==> src/rtl/obj_scan_pkg.sv <==
// Shared types and helpers for the object line scanner: entry layout, draw
// descriptor, FSM encoding and the per-line hit/descriptor arithmetic.
package obj_scan_pkg;

    // Word offsets of one object entry in object RAM.
    localparam logic [1:0] W_Y    = 2'd0;
    localparam logic [1:0] W_CODE = 2'd1;
    localparam logic [1:0] W_ATTR = 2'd2;
    localparam logic [1:0] W_X    = 2'd3;

    localparam logic [2:0] S_IDLE  = 3'd0;
    localparam logic [2:0] S_FETCH = 3'd1;
    localparam logic [2:0] S_EVAL  = 3'd2;
    localparam logic [2:0] S_PUSH  = 3'd3;
    localparam logic [2:0] S_DONE  = 3'd4;

    typedef struct packed {
        logic [8:0]  y;
        logic [1:0]  hsel;
        logic [1:0]  wsel;
        logic [15:0] code;
        logic [6:0]  color;
        logic        prio;
        logic        flipx;
        logic        flipy;
        logic [9:0]  x;
    } obj_entry_t;

    typedef struct packed {
        logic [15:0] code;
        logic [3:0]  row;
        logic [9:0]  x;
        logic [6:0]  color;
        logic        prio;
        logic        flipx;
        logic [1:0]  width;
    } obj_desc_t;

    // Row of the object hit by this line; wraps mod 512 so objects near y=511
    // continue onto the top lines.
    function automatic logic [8:0] obj_row(input logic [8:0] line, input obj_entry_t e);
        return line - e.y;
    endfunction

    function automatic logic obj_hit(input logic [8:0] line, input obj_entry_t e);
        return obj_row(line, e) < (9'd16 << e.hsel);
    endfunction

    function automatic obj_desc_t make_desc(input logic [8:0] line, input obj_entry_t e);
        logic [6:0] row;
        logic [2:0] tr;
        logic [2:0] h_m1;
        obj_desc_t  d;
        row  = 7'(obj_row(line, e));
        tr   = row[6:4];
        h_m1 = 3'((4'd1 << e.hsel) - 4'd1);
        if (e.flipy) tr = h_m1 - tr;
        d.code  = e.code + {13'd0, tr};
        d.row   = e.flipy ? ~row[3:0] : row[3:0];
        d.x     = e.x;
        d.color = e.color;
        d.prio  = e.prio;
        d.flipx = e.flipx;
        d.width = e.wsel;
        return d;
    endfunction

endpackage

==> src/rtl/obj_desc_fifo.sv <==
// Synchronous descriptor FIFO with flush; push and pop only act on ce.
// A push into a full FIFO is accepted when a pop happens in the same cycle.
module obj_desc_fifo
    import obj_scan_pkg::*;
#(
    parameter int DEPTH = 8
) (
    input  logic      clk,
    input  logic      reset,
    input  logic      ce,
    input  logic      flush,
    input  logic      push,
    input  obj_desc_t push_data,
    input  logic      pop,
    output obj_desc_t head,
    output logic      empty,
    output logic      push_ready
);

    localparam int AW = $clog2(DEPTH);
    localparam logic [AW:0] CNT_ONE  = (AW + 1)'(1);
    localparam logic [AW:0] CNT_FULL = (AW + 1)'(DEPTH);

    obj_desc_t     mem [DEPTH];
    logic [AW-1:0] wr_ptr;
    logic [AW-1:0] rd_ptr;
    logic [AW:0]   count;
    logic          full;
    logic          push_fire;
    logic          pop_fire;

    assign empty      = (count == '0);
    assign full       = (count == CNT_FULL);
    assign push_ready = ~full | (pop & ~empty);
    assign push_fire  = ce & push & push_ready & ~flush;
    assign pop_fire   = ce & pop & ~empty & ~flush;
    assign head       = empty ? '0 : mem[rd_ptr];

    // NOTE: storage has no reset; empty gates the head so stale words never leak out.
    always_ff @(posedge clk) begin
        if (push_fire) mem[wr_ptr] <= push_data;
    end

    // NOTE: sequential state uses <= so every register samples pre-edge values.
    always_ff @(posedge clk or posedge reset) begin
        if (reset) begin
            wr_ptr <= '0;
            rd_ptr <= '0;
            count  <= '0;
        end else if (flush) begin
            wr_ptr <= '0;
            rd_ptr <= '0;
            count  <= '0;
        end else begin
            if (push_fire) wr_ptr <= wr_ptr + 1'b1;
            if (pop_fire)  rd_ptr <= rd_ptr + 1'b1;
            case ({push_fire, pop_fire})
                2'b10:   count <= count + CNT_ONE;
                2'b01:   count <= count - CNT_ONE;
                default: count <= count;
            endcase
        end
    end

endmodule

==> src/rtl/obj_line_scanner.sv <==
// Per-scanline object scanner: walks the active object list, tests each entry
// against the latched line and queues a draw descriptor for every hit.
module obj_line_scanner
    import obj_scan_pkg::*;
#(
    parameter int FIFO_DEPTH   = 8,
    parameter int MAX_PER_LINE = 32
) (
    input  logic        clk,
    input  logic        reset,
    input  logic        ce,
    input  logic        line_start,
    input  logic [8:0]  line,
    input  logic [7:0]  obj_count,
    input  logic        obj_bank,
    output logic [10:0] obj_addr,
    input  logic [15:0] obj_din,
    output logic        busy,
    output logic        line_overflow,
    output logic        desc_valid,
    input  logic        desc_ready,
    output logic [15:0] desc_code,
    output logic [3:0]  desc_row,
    output logic [9:0]  desc_x,
    output logic [6:0]  desc_color,
    output logic        desc_prio,
    output logic        desc_flipx,
    output logic [1:0]  desc_width
);

    localparam int HW = $clog2(MAX_PER_LINE + 1);
    localparam logic [HW-1:0] HIT_ONE = HW'(1);
    localparam logic [HW-1:0] HIT_MAX = HW'(MAX_PER_LINE);

    logic [2:0]    state;
    logic [8:0]    line_q;
    logic [7:0]    count_q;
    logic [7:0]    idx;
    logic [2:0]    wcnt;
    logic [HW-1:0] hits;
    obj_entry_t    entry;
    obj_desc_t     desc_q;
    obj_desc_t     head;
    logic          fifo_empty;
    logic          push_ready;
    logic          entry_hit;
    logic          last_entry;
    logic          advance;

    assign entry_hit  = obj_hit(line_q, entry);
    assign last_entry = ({1'b0, idx} + 9'd1) == {1'b0, count_q};
    // Move to the next entry after a miss, or after a push that did not hit the cap.
    assign advance    = (state == S_EVAL && !entry_hit) ||
                        (state == S_PUSH && push_ready && (hits + HIT_ONE) != HIT_MAX);
    assign busy       = (state != S_IDLE);

    always_ff @(posedge clk or posedge reset) begin
        if (reset) begin
            state         <= S_IDLE;
            line_q        <= '0;
            count_q       <= '0;
            idx           <= '0;
            wcnt          <= '0;
            hits          <= '0;
            entry         <= '0;
            desc_q        <= '0;
            obj_addr      <= '0;
            line_overflow <= 1'b0;
        end else if (line_start) begin
            line_q        <= line;
            count_q       <= obj_count;
            idx           <= '0;
            wcnt          <= '0;
            hits          <= '0;
            line_overflow <= 1'b0;
            obj_addr      <= {obj_bank, 8'd0, W_Y};
            state         <= (obj_count == 8'd0) ? S_DONE : S_FETCH;
        end else if (ce) begin
            case (state)
                S_FETCH: begin
                    // Data returned now belongs to the address issued one ce earlier.
                    if (wcnt != 3'd0) begin
                        case (wcnt[1:0] - 2'd1)
                            W_Y: begin
                                entry.y    <= obj_din[8:0];
                                entry.hsel <= obj_din[10:9];
                                entry.wsel <= obj_din[12:11];
                            end
                            W_CODE: entry.code <= obj_din;
                            W_ATTR: begin
                                entry.color <= obj_din[6:0];
                                entry.prio  <= obj_din[7];
                                entry.flipx <= obj_din[8];
                                entry.flipy <= obj_din[9];
                            end
                            W_X:     entry.x <= obj_din[9:0];
                            default: ;
                        endcase
                    end
                    if (wcnt == 3'd4) begin
                        state <= S_EVAL;
                    end else begin
                        if (wcnt != 3'd3) obj_addr <= {obj_bank, idx, wcnt[1:0] + 2'd1};
                        wcnt <= wcnt + 3'd1;
                    end
                end
                S_EVAL: begin
                    if (entry_hit) begin
                        desc_q <= make_desc(line_q, entry);
                        state  <= S_PUSH;
                    end
                end
                S_PUSH: begin
                    if (push_ready) begin
                        hits <= hits + HIT_ONE;
                        if ((hits + HIT_ONE) == HIT_MAX) begin
                            line_overflow <= 1'b1;
                            state         <= S_DONE;
                        end
                    end
                end
                S_DONE:  state <= S_IDLE;
                default: state <= S_IDLE;
            endcase

            if (advance) begin
                if (last_entry) begin
                    state <= S_DONE;
                end else begin
                    idx      <= idx + 8'd1;
                    wcnt     <= '0;
                    obj_addr <= {obj_bank, idx + 8'd1, W_Y};
                    state    <= S_FETCH;
                end
            end
        end
    end

    obj_desc_fifo #(
        .DEPTH (FIFO_DEPTH)
    ) u_fifo (
        .clk        (clk),
        .reset      (reset),
        .ce         (ce),
        .flush      (line_start),
        .push       (state == S_PUSH),
        .push_data  (desc_q),
        .pop        (desc_ready),
        .head       (head),
        .empty      (fifo_empty),
        .push_ready (push_ready)
    );

    assign desc_valid = ~fifo_empty;
    assign desc_code  = head.code;
    assign desc_row   = head.row;
    assign desc_x     = head.x;
    assign desc_color = head.color;
    assign desc_prio  = head.prio;
    assign desc_flipx = head.flipx;
    assign desc_width = head.width;

endmodule

==> config.mk <==
export PLATFORM = sky130hd
export DESIGN_NAME = obj_line_scanner
export DESIGN_NICKNAME = d
export VERILOG_FILES = /design/src/rtl/obj_scan_pkg.sv /design/src/rtl/obj_desc_fifo.sv /design/src/rtl/obj_line_scanner.sv
export SDC_FILE = /design/constraint.sdc
export NUM_CORES = 1
export LEC_CHECK = 0
export BUFFER_PORTS_ARGS = -buffer_cell sky130_fd_sc_hd__buf_2
export CORE_AREA = 2 2 215 217
export DETAILED_ROUTE_END_ITERATION = 6
export DIE_AREA = 0 0 217 219
export GPL_ROUTABILITY_DRIVEN = 1
export PLACE_DENSITY = 0.58
export SYNTH_ARGS = -nofsm -noshare
export SYNTH_HDL_FRONTEND = slang
export SYNTH_HIERARCHICAL = 1
export SYNTH_SLANG_ARGS = --single-unit
export TNS_END_PERCENT = 1
==> constraint.sdc <==
create_clock -name clk -period 6 [get_ports clk]
set_input_delay 0.3 -clock clk [delete_from_list [all_inputs] [get_ports clk]]
set_output_delay 0.3 -clock clk [all_outputs]
set_load 0.01 [all_outputs]
==> summary by stage <==
Worst setup path
At the worst endpoint, the required time is roughly 6.5 ns. The delay of the slowest critical-path stage is 0.52 ns. The cell type group with the largest total delay on the critical path is compound AO/OA/AOI/OAI gates. Data arrives at the worst endpoint at 4.65 ns.

STA classifies the critical path startpoint as a flip-flop. Along the worst path, the maximum fanout reaches 14. The worst setup path is of the reg2reg kind. The largest individual stage delay along the critical path comes from the cell or3b_2. The number of buffers and inverters on the critical path is 0. STA classifies the critical path endpoint as a flip-flop. Traced cell by cell, the critical path runs through ha_1, a21o_1, a21oi_1, o21bai_1, a21o_1, a21o_1, a21oi_1, xnor2_1, ha_1, a21oi_1, nand2_1, or3b_2, a31o_2, nand3_1, nor3_1, a2111oi_2.

Clock tree
The H-tree was split into 2 levels. The number of buffers created by CTS is between 40 and 50. The clock network latency to the later pin of the worst-skew pair is 0.58 ns. Once the clock tree was built, the resizer swapped 0 gates to a different size. Counting along the longest clock path gives a buffer depth of 3. For this design, the sink count on the clock tree is 477. The clock tree from TritonCTS is built.

The clock tree root driver cell is clkbuf_16. The clock transition time at the flip-flop clock pins of the worst setup and hold paths is 0.06 ns.

Yosys
The share of synthesized flip-flops with an asynchronous set or reset is 31.2%. The instance count of the mapped netlist is roughly 1200. The average cell area after synthesis is approximately 17 sq um. Yosys attributes the largest share of cell area to edfxtp_1 49%, dfrtp_1 19%, mux4_2 9.2%. The synthesized design devotes to its leading area cell type 49.1% of total area. The primary flip-flop cell chosen by synthesis mapping is edfxtp_1. The number of enable flip-flop cells after synthesis is between 300 and 400. The count of distinct cell types in the synthesized netlist is 69. Counting every net in the synthesized netlist gives about 1300. The cell area that synthesis handed to floorplanning was 0.0201 sq mm. The count of synthesis-stage warnings from yosys is 6. The number of flip-flops and latches in the synthesized netlist is 477. The library cell occupying the most area in the post-synthesis netlist is edfxtp_1. The share of the Yosys chip area taken by registers is roughly two thirds.

Global route
The peak-usage layer in the global routing report is met2. For this run, global-route usage on met3 was measured as about 3.2%. The number of global-route vias before repair is 10790.

The global routing usage summed across all routing layers is 18.6%. The remaining global-route overflow is 0. The pin count of the biggest net entering global routing is 84.

Global routing consumed, on the met1 layer, 25.5% of the routing resources. The first global-routing pass estimated 66.3 mm of wire. The initial antenna violation count is 0.

The routing usage on met2 is just over 30%.

STA
The final critical-path required period is ~4.2 ns. The transition time at the pin with the least slew margin is 0.975 ns. In the final timing run, aggregate negative setup slack is 0 ns.

In this run the tightest slew margin relative to its limit is 34.9%. Derived from the worst setup path, the maximum achievable clock frequency is 239 MHz. The share of the clock period used by the worst path is between 60% and 70%. The final count of pins violating max slew was 0.

The hold violation total from the final report was 0. The final worst slack is around 1.8 ns. The number of endpoints failing setup at the final stage is 0. The final worst clock skew is 0.0164 ns.

Setup repair after global routing left no endpoint under its margin.

Drt
After detailed routing, the number of vias per cell comes to 5.33. The via total after detailed routing is 10465. The first routing iteration left ~640 violations.

The post-detailed-route wirelength per cell is 21.8 um. The number of routed nets with antenna violations is 0. The first detailed-routing pass took 5 iterations. The number of design rule violations left after detail routing is 0.

Summed over all layers, the routed wires come to 42.7 mm.

Placed design
Buffers placed on the I/O ports in this run total 93. The last weighted congestion value of the routability-driven placer is 0.782. The detailed placer's ending HPWL is ~25 mm.

The setup slack after placement is 1.83 ns.

Final layout
The utilization of the core after routing is between 50% and 60%. The net total in the final layout is 1394. The repair_antennas step left the layout with diodes totalling 0. The fraction of layout cells with a size suffix above 1 is 28.8%. The area growth from synthesis to layout is 14.4%. The layout has between 3000 and 4000 filler cells.

Floorplanning
The vertical die dimension is between 200 and 250 um. The area of the placeable core is about 0.045 sq mm. The number of top-level pins is 94. The horizontal die dimension is 217 um. The floorplan die area is 0.0475 sq mm. The floorplan row count is 78. The starting utilization of the core area is between 40% and 50%.

Worst hold path
The min-delay analysis places its worst path in the category in2reg.

Power
The overall power consumption is ~7.0 mW. The leakage power is 8.42 nW. The power density relative to cell area is roughly 300 mW/mm^2. IR analysis of the VDD net gives a maximum drop of 0.000194 V.

Outcome
The run finished with clean final reports.

Job
The number of max-capacitance violations reported is 0.
## metrics by stage
step | cells | hold slack, ns | area, sq um
after floorplan | 1194 | 0.140 | 20100
after global placement | 1849 | 0.359 | 21200
after detailed placement | 1849 | 0.356 | 21200
after CTS | 1963 | 0.0350 | 23000
after global routing | 1963 | 0.0457 | 23000
final | 1963 | 0.0470 | 23000
## cells by family after synthesis
kind of cell / after synthesis / share of synthesized area (%)
simple gates: 221 / 5.23
xor+xnor: 51 / 2.35
compound gates: 102 / 3.39
fa+ha+maj: 32 / 2.14
flops: 477 / 67.6
buf+inv: 87 / 2.36
mux: 224 / 16.9
## worst reg2reg max path: cells and delay by family, from the launching register on
family,cells,cell delay [ns]
adder cells (fa/ha/maj),2,0.58
AO/OA/AOI/OAI,9,1.81
XOR/XNOR,1,0.15
flip-flops,1,0.42
AND/OR/NAND/NOR,4,1.14
## final timing paths
| check | slack, ns | startpoint | to | cells past startpoint |
|---|---|---|---|---|
| max in group asynchronous | 4.31 | reset | desc_q[14]$_DFFE_PP0P_ | 4 |
| worst max register to register | 1.82 | line_q[1]$_DFFE_PP0P_ | obj_addr[5]$_DFFE_PP0N_ | 16 |
| min in group asynchronous | 0.30 | reset | u_fifo/count[2]$_DFFE_PP0P_ | 3 |
| worst min register to register | 0.50 | entry[9]$_DFFE_PP0P_ | desc_q[20]$_DFFE_PP0P_ | 1 |
| worst max-delay path | 1.82 | line_q[1]$_DFFE_PP0P_ | obj_addr[5]$_DFFE_PP0N_ | 16 |
| worst min-delay path | 0.05 | line[0] | line_q[0]$_DFFE_PP0P_ | 3 |
## Yosys cell counts (3+ instances only)
cell type  count
a21o_1         4
a21oi_1       42
a31oi_1        8
a32o_1         3
and2_1         3
and3_1         3
buf_1          9
buf_2         16
buf_6          5
clkbuf_1      17
clkbuf_8       9
dfrtp_1      149
edfxtp_1     328
fa_1           4
ha_1          28
inv_1         31
mux2_2        93
mux2i_1       47
mux4_2        82
nand2_1       45
nand3_1       20
nand4_1        9
nor2_1        96
nor2b_1        3
nor3_1        11
nor4_1         3
o21ai_0       19
or3_1          8
xnor2_1       27
xor2_1        22
## flip-flops by register name (all words and copies together) (netlist names), 4 cells and up
signal        count
u_fifo/count      4
obj_addr         11
line_q            9
count_q           8
entry            49
idx               8
u_fifo/mem      328
desc_q           41
hits              6
## power breakdown
part	internal, mW	leakage [nW]	switching [mW]
clock	1.73	0.770	1.22
combinational	0.181	2.61	0.214
sequential	3.58	5.03	0.0632
total	5.49	8.42	1.50
## repair_timing
item                                    in CTS  in global routing
hold buffers                                24                  0
endpoints found under the hold margin      117                  0
setup buffers                                0                  0
endpoints found under the setup margin       0                  0
## cell type report
type / instances / area, sq um / share of cell area [%]
Clock buffer: 79 / 1480 / 6.46
Clock inverter: 11 / 92.6 / 0.403
Inverter: 31 / 121 / 0.528
Multi-Input combinational cell: 630 / 6080 / 26.5
Sequential cell: 477 / 13600 / 59.2
Tap cell: 600 / 751 / 3.27
Timing Repair Buffer: 135 / 853 / 3.72
## layout by cell type (no fill, tap or decap), types with 17 or more instances in the layout
| cell | instances |
|---|---|
| edfxtp_1 | 328 |
| ha_1 | 28 |
| dlygate4sd3_1 | 24 |
| mux2i_1 | 47 |
| nand3_1 | 20 |
| mux4_2 | 82 |
| dfrtp_1 | 146 |
| xor2_1 | 22 |
| inv_1 | 30 |
| nor2_1 | 92 |
| buf_2 | 93 |
| nand2_1 | 45 |
| mux2_2 | 93 |
| clkbuf_16 | 53 |
| xnor2_1 | 27 |
| o21ai_0 | 19 |
| clkbuf_1 | 20 |
| buf_4 | 17 |
| a21oi_1 | 42 |
## per-layer routing
metal	share of wire, %	vias up	routed length (um)
met4	1.7	0	710
met2	49	168	21100
met5	0	-	0
met3	3.3	52	1420
li1	-	4828	-
met1	46	5417	19500
(Power assumes the default switching activity.)
